$ cat src/rtl/trap_seq_ctrl.sv
// trap_seq_ctrl
//   Trap and WFI sequencer between the exception/interrupt unit and the pipeline.
//   - Turns a trap_req level into a held flush_req/flush_ack handshake toward the IFU,
//     with a stable flush_pc and a one-cycle trap_cmt strobe that gates CSR updates.
//   - Turns a committed WFI into a halt-IFU/halt-EXU handshake, a SLEEP state and an
//     interrupt-driven wakeup, counting cycles spent asleep.
//
// Build option:
//   TRAP_SEQ_WFI_EN  defined   -> full WFI sequencing (HALT/SLEEP states).
//                    undefined -> wfi_req ignored; halt_*_req, core_wfi, sleep_cnt tied 0.
//
// Ports:
//   clk, rst_n                      clock, asynchronous active-low reset
//   trap_req, trap_pc               trap flush request (level) and its target PC
//   wfi_req                         one-cycle pulse: WFI committed
//   ext/sft/tmr_irq_r, meie/msie/mtie_r  pending interrupts and per-source enables
//   flush_req, flush_ack, flush_pc  flush handshake toward the IFU
//   trap_cmt                        one-cycle pulse when the flush handshake completes
//   halt_ifu_req/ack, halt_exu_req/ack  halt handshakes
//   core_wfi                        core asleep (clock-gate hint)
//   sleep_cnt                       saturating count of cycles spent in SLEEP

module trap_seq_ctrl #(
    parameter int unsigned PC_W  = 32,
    parameter int unsigned CNT_W = 32
) (
    input  logic             clk,
    input  logic             rst_n,
    input  logic             trap_req,
    input  logic [PC_W-1:0]  trap_pc,
    input  logic             wfi_req,
    input  logic             ext_irq_r,
    input  logic             sft_irq_r,
    input  logic             tmr_irq_r,
    input  logic             meie_r,
    input  logic             msie_r,
    input  logic             mtie_r,
    output logic             flush_req,
    input  logic             flush_ack,
    output logic [PC_W-1:0]  flush_pc,
    output logic             trap_cmt,
    output logic             halt_ifu_req,
    output logic             halt_exu_req,
    input  logic             halt_ifu_ack,
    input  logic             halt_exu_ack,
    output logic             core_wfi,
    output logic [CNT_W-1:0] sleep_cnt
);

    typedef enum logic [1:0] {
        StIdle  = 2'd0,
        StFlush = 2'd1,
        StHalt  = 2'd2,
        StSleep = 2'd3
    } state_e;

    state_e          state_q, state_d;
    logic [PC_W-1:0] flush_pc_q, flush_pc_d;

`ifdef TRAP_SEQ_WFI_EN
    logic             ifu_ack_q, ifu_ack_d;
    logic             exu_ack_q, exu_ack_d;
    logic [CNT_W-1:0] sleep_cnt_q, sleep_cnt_d;
    logic             irq_pend;
    logic             ifu_ack_seen, exu_ack_seen;

    // mstatus.MIE is deliberately not consulted: WFI wakes on any enabled pending source.
    assign irq_pend = (ext_irq_r & meie_r) | (sft_irq_r & msie_r) | (tmr_irq_r & mtie_r);
    assign ifu_ack_seen = ifu_ack_q | halt_ifu_ack;
    assign exu_ack_seen = exu_ack_q | halt_exu_ack;
`else
    logic unused_wfi_inputs;
    assign unused_wfi_inputs = ^{wfi_req, ext_irq_r, sft_irq_r, tmr_irq_r, meie_r, msie_r,
                                 mtie_r, halt_ifu_ack, halt_exu_ack};
`endif

    always_comb begin
        state_d    = state_q;
        flush_pc_d = flush_pc_q;
        trap_cmt   = 1'b0;
        case (state_q)
            StIdle: begin
                if (trap_req) begin
                    state_d    = StFlush;
                    flush_pc_d = trap_pc;
                end
`ifdef TRAP_SEQ_WFI_EN
                else if (wfi_req) begin
                    state_d = StHalt;
                end
`endif
            end
            StFlush: begin
                if (flush_ack) begin
                    trap_cmt = 1'b1;
                    // A trap_req still high at completion is a new trap: re-enter directly.
                    if (trap_req) begin
                        flush_pc_d = trap_pc;
                    end else begin
                        state_d = StIdle;
                    end
                end
            end
`ifdef TRAP_SEQ_WFI_EN
            StHalt: begin
                if (trap_req) begin
                    state_d    = StFlush;
                    flush_pc_d = trap_pc;
                end else if (irq_pend) begin
                    state_d = StIdle;
                end else if (ifu_ack_seen && exu_ack_seen) begin
                    state_d = StSleep;
                end
            end
            StSleep: begin
                if (trap_req) begin
                    state_d    = StFlush;
                    flush_pc_d = trap_pc;
                end else if (irq_pend) begin
                    state_d = StIdle;
                end
            end
`endif
            default: state_d = StIdle;
        endcase
    end

`ifdef TRAP_SEQ_WFI_EN
    always_comb begin
        // Sticky acks live only for the duration of one HALT visit.
        ifu_ack_d   = 1'b0;
        exu_ack_d   = 1'b0;
        sleep_cnt_d = sleep_cnt_q;
        if (state_q == StHalt && state_d == StHalt) begin
            ifu_ack_d = ifu_ack_seen;
            exu_ack_d = exu_ack_seen;
        end
        if (state_q == StSleep && sleep_cnt_q != {CNT_W{1'b1}}) begin
            sleep_cnt_d = sleep_cnt_q + CNT_W'(1);
        end
    end

    always_ff @(posedge clk or negedge rst_n) begin
        if (!rst_n) begin
            ifu_ack_q   <= 1'b0;
            exu_ack_q   <= 1'b0;
            sleep_cnt_q <= '0;
        end else begin
            ifu_ack_q   <= ifu_ack_d;
            exu_ack_q   <= exu_ack_d;
            sleep_cnt_q <= sleep_cnt_d;
        end
    end

    assign halt_ifu_req = (state_q == StHalt) || (state_q == StSleep);
    assign halt_exu_req = halt_ifu_req;
    assign core_wfi     = (state_q == StSleep);
    assign sleep_cnt    = sleep_cnt_q;
`else
    assign halt_ifu_req = 1'b0;
    assign halt_exu_req = 1'b0;
    assign core_wfi     = 1'b0;
    assign sleep_cnt    = '0;
`endif

    always_ff @(posedge clk or negedge rst_n) begin
        if (!rst_n) begin
            state_q    <= StIdle;
            flush_pc_q <= '0;
        end else begin
            state_q    <= state_d;
            flush_pc_q <= flush_pc_d;
        end
    end

    assign flush_req = (state_q == StFlush);
    assign flush_pc  = flush_pc_q;

endmodule

$ cat config.mk
export PLATFORM = sky130hd
export DESIGN_NAME = trap_seq_ctrl
export DESIGN_NICKNAME = d
export VERILOG_FILES = /design/src/rtl/trap_seq_ctrl.sv
export SDC_FILE = /design/constraint.sdc
export NUM_CORES = 1
export LEC_CHECK = 0
export CAP_MARGIN = 20
export CORE_MARGIN = 2
export CORE_UTILIZATION = 32
export DETAILED_ROUTE_END_ITERATION = 10
export GPL_TIMING_DRIVEN = 0
export PLACE_DENSITY = 0.85
export SYNTH_ARGS = -nofsm -noshare
export SYNTH_HDL_FRONTEND = slang
export SYNTH_SLANG_ARGS = --single-unit
$ cat constraint.sdc
create_clock -name clk -period 1.4 [get_ports clk]
set_clock_uncertainty 0.2 [all_clocks]
set_input_delay 0.21 -clock clk [delete_from_list [all_inputs] [get_ports clk]]
set_output_delay 0.21 -clock clk [all_outputs]
set_load 0.01 [all_outputs]
Yosys cells after proc, flatten, opt, wreduce, memory -nomap -nowiden. Index checks and enable logic that the tools add are counted.

Flip-flop bits (word level): 34. Input port bits: 45. Word-level logic and storage cells: 19.

Equality and inequality tests: 4. Mux-type cells: 9. Reductions and logical operators: 4.

Operator list (number): 32-bit two-way mux (2); 32-bit case mux with 2 select lines (1); 2-bit two-way mux (3); 2-bit != test, second input constant (2); 2-bit case mux with 2 select lines (1); 3-bit AND reduction (1); 2-bit by 1-bit equality test with 1-bit output, second input constant (1); 2-bit logical NOT (1); 1-bit two-way mux (2); 2-bit by 1-bit != test with 1-bit output, second input constant (1); 2-bit AND reduction (1); 2-bit nonzero test (1).

Longest topological paths before layout.
Depth in word-level cells: 3. Gate-level depth with buffers: 4.

Least setup slack after synthesis. No wires, ideal clock.

Path type: register to register. Start point: reg state_q[0]. End point: reg flush_pc_q[0], in the netlist flush_pc[0]. Setup time: 0.125 ns. Arrival: 1.051 ns. Slack: 0.024 ns. Cell stages (with the launch flop): 5. Cell sequence: dfrtp_1 nand2b_4 nand2_4 buf_12 mux2_4.

Cells in the longest elaborated chain, start to end: 3. Elaborated cells between the ends (all ways): 6. Classes of those cells: eq/ne: 2; mux: 1; reduce/logical: 3.

Ends and longest elaborated chain: start: declaration (RTL line 57) `state_e state_q, state_d;`; start signal: assignment (RTL line 168) `state_q <= StIdle;`; start signal: assignment (RTL line 171) `state_q <= state_d;`; 2-bit by 1-bit equality test with 1-bit output or 2-bit logical NOT (tied branches) (RTL line 81) `case (state_q)`; 2-bit by 1-bit != test with 1-bit output (no source line) or 2-bit nonzero test (tied branches); 2-bit AND reduction (no source line); end signal: assignment (RTL line 172) `flush_pc_q <= flush_pc_d;`; end: declaration (RTL line 58) `logic [PC_W-1:0] flush_pc_q, flush_pc_d;`.

Parallel ways exist; a longest one is shown, timed or not. A chain may end at the register's enable or synchronous reset.

Worst setup path after layout.
Start point: reg state_q[0]. End point: reg flush_pc_q[23], in the netlist flush_pc[23].

The elaborated chain is that of the path after synthesis.

==> reports/metrics.yaml <==
run_status: "complete, but fails checks"
failed_checks: "negative setup slack"
drt.antenna.violating_nets: 0
report.final.slew_viol_count: 0
worst_hold_startpoint: "flush_pc[30]"
max_slew.worst_pin.slew_ns: 0.726
layoutNonFillerInstCount: 295
number_of_global_route_vias_before_repair: 1145
gp_congestion: 0.625
crit_required_ns: 1.37
power.density_nw_per_um2: 996
worst_hold_slack_ns: 0.306
die-area_um2: 5800
max-clock-path-buffers: 2
post_synth.cell_area_avg_um2: 15.4
layout-drive-gt1-share_pct: 38.7
maxSlewHeadroom_pct: 51.6
reg2reg_setup_slack_ns: -0.09
routed_via_density: 3.75
synthToLayoutAreaGrowth_pct: 62.1
grt_start_max_net_pins: 34
hpwlAfterDp_mm: 2.53
timing.critical_path.slowest_stage_cell: "dfrtp_1"
area.sequential_um2: 826
grt_first_pass_wirelength_mm: 5.53
cts_buffers: 5
rsz0062_at_grt: "yes"
source_to_sink_clock_delay_at_the_later_pin_of_the_worst_skew_pair_ns: 0.28
drv_cap: 0
post_synth_most_frequent_cells: "buf_4, dfrtp_1, mux2_4"
critical_path.endpoint_type: "flip-flop"
r2r_start: "state_q[0]"
via_count: 1105
count_of_flip_flops_with_a_built_in_enable_after_synthesis: 0
floorplan.die.width_um: 76.1
placeableCoreArea_um2: 5070
synth_top_cells_by_area: "dfrtp_1, mux2_4, buf_4, buf_12, mux2_2"
cp_slowest_stage_delay_ns: 0.40
design_area_um2: 2700
globalRouteOverflowTotal: 0
cts.root.buffer_cell: "clkbuf_8"
timing_hold_violations_final: 0
num-fill-cells: 446
setup_viol_count_final: 32
number_of_antenna_violations_at_the_first_check_in_global_routing: 0
multi_input_comb_area_um2: 653
routed_wirelength_mm: 3.35
p_leak_nw: 1.40
placed_cells_incl_taps: 281
initialDrtViolationCount: 14
fin_ws_ns: -0.0896
total_standard_cell_area_after_synthesis_um2: 1670
peak_vdd_ir_mv: 0.474
routed_wire_length_per_instance_um: 11.4
yosys_warnings: 0
placedInstanceArea_um2: 2570
placement_rows: 26
crit_path_cell_trace: "buf_6, nand2b_4, nand2_8, buf_12, mux2_4"
cp-start-kind: "flip-flop"
postSynthRegisterBits: 33
critical_path_arrival_ns: 1.46
antennaDiodeCount: 0
number_of_nets_at_the_end_of_the_flow: 269
min_to: "flush_pc[30]"
htree_levels: 2
preCtsSetupSlack_ns: -0.373
io_buffer_count: 69
seq_area_frac_synth_pct: 49.6
ios: 114
period_share_pct: 106
worst-r2r-cell-count: 5
setup_cp_type: "flip-flop to flip-flop"
synthDominantCellAreaShare_pct: 49.6
groute.usage.overall_pct: 12.3
synthArstFlopShare_pct: 100
dieHeight_um: 76.1
post_synth_inst_count: 108
drt_first_pass_iters: 4
cts_tree: "built"
yosysMostFrequentCell: "buf_4"
netlist-cell-type-count: 10
whs_path_depth: 1
synth_ff_type: "dfrtp_1"
drc_errors: 0
period_needed_ns: 1.49
cts_num_sinks: 33
critical_path_peak_fanout: 10
netlist.top_cell.by_area: "dfrtp_1"
floorplan.initialDensity_pct: 32.8
setup_tns_ns: -2.34
fmax_mhz: 671
cts.clk_slew.worst_paths_ns: 0.07
holdCritPathClass: "flip-flop to flip-flop"
timing.rr.end: "flush_pc[23]"
where the power goes:
group	leakage [nW]	total, mW	internal [mW]	switching (mW)
sequential	0.385	1.17	1.09	0.0730
combinational	0.972	0.838	0.537	0.301
clock	0.0450	0.686	0.344	0.342
total	1.40	2.69	1.97	0.716
cell usage in the layout (no fill, tap or decap):
cell,Yosys,layout
and2_2,1,1
buf_12,3,3
buf_16,0,1
buf_2,0,1
buf_4,35,38
buf_6,0,2
clkbuf_1,0,1
clkbuf_8,0,5
clkdlybuf4s15_1,0,9
clkdlybuf4s50_1,0,34
clkinv_2,0,2
conb_1,1,35
dfrtp_1,33,33
dlygate4sd2_1,0,24
dlygate4sd3_1,0,1
mux2_2,2,2
mux2_4,30,30
nand2_8,0,1
nand2b_4,1,1
or2b_1,1,1
critical path, delay by kind of cell, from the launching register on:
family	cells	cell delay [ns]
buf+inv	2	0.29
flops	1	0.40
mux	1	0.30
simple gates	2	0.18
kinds of logic after synthesis:
family,Yosys count,share of synthesized area [%]
buffers and inverters,38,19.4
flip-flops,33,49.6
multiplexers,32,28.4
other,1,0.225
AND/OR/NAND/NOR,4,2.40
layout make-up:
class,count,share of cell area [%]
buffer,38,12.0
clock buffer,6,2.69
clock inverter,2,0.371
multi-input combinational,71,24.2
sequential,33,30.6
tap,70,3.24
timing repair buffer,75,27.0
how the worst max path moves through the flow:
| stage | startpoint | to | slack [ns] | cells after the start |
|---|---|---|---|---|
| floorplan | state_q[0] | flush_pc[0] | 0.02 | 4 |
| global placement | rst_n | flush_pc[13] | -0.74 | 1 |
| detailed placement | flush_ack | trap_cmt | -0.37 | 3 |
| CTS | state_q[0] | flush_pc[23] | -0.1 | 5 |
| global route | state_q[0] | flush_pc[22] | -0.15 | 5 |
| finish | state_q[0] | flush_pc[23] | -0.09 | 5 |
metrics by stage:
step                power (mW)  utilization [%]
floorplan                 1.64                -
global placement          2.06             50.7
detailed placement        2.08             50.6
CTS                       2.70             52.7
global route              2.84             53.2
finish                    2.69             53.2
flip-flops by register name, indices dropped and copies added, names as in the netlist:
signal	count
flush_pc	32
state_q	1
metal layers:
layer / part of all wire (%) / GRT usage, % / vias to the layer above
met5: 0 / 0 / -
met4: 1.2 / 3.82 / 0
met3: 9.5 / 5.45 / 5
met2: 51 / 21.6 / 64
met1: 39 / 13.5 / 519
li1: - / - / 517
timing repair:
item / in CTS / in global routing
hold buffers: 1 / 0
setup buffers: 2 / 2
setup endpoints to repair: 64 / 45
endpoints found under the hold margin: 33 / 0
gates cloned: 1 / 0
gates resized for setup: 39 / 11
(Power assumes the default switching activity.)
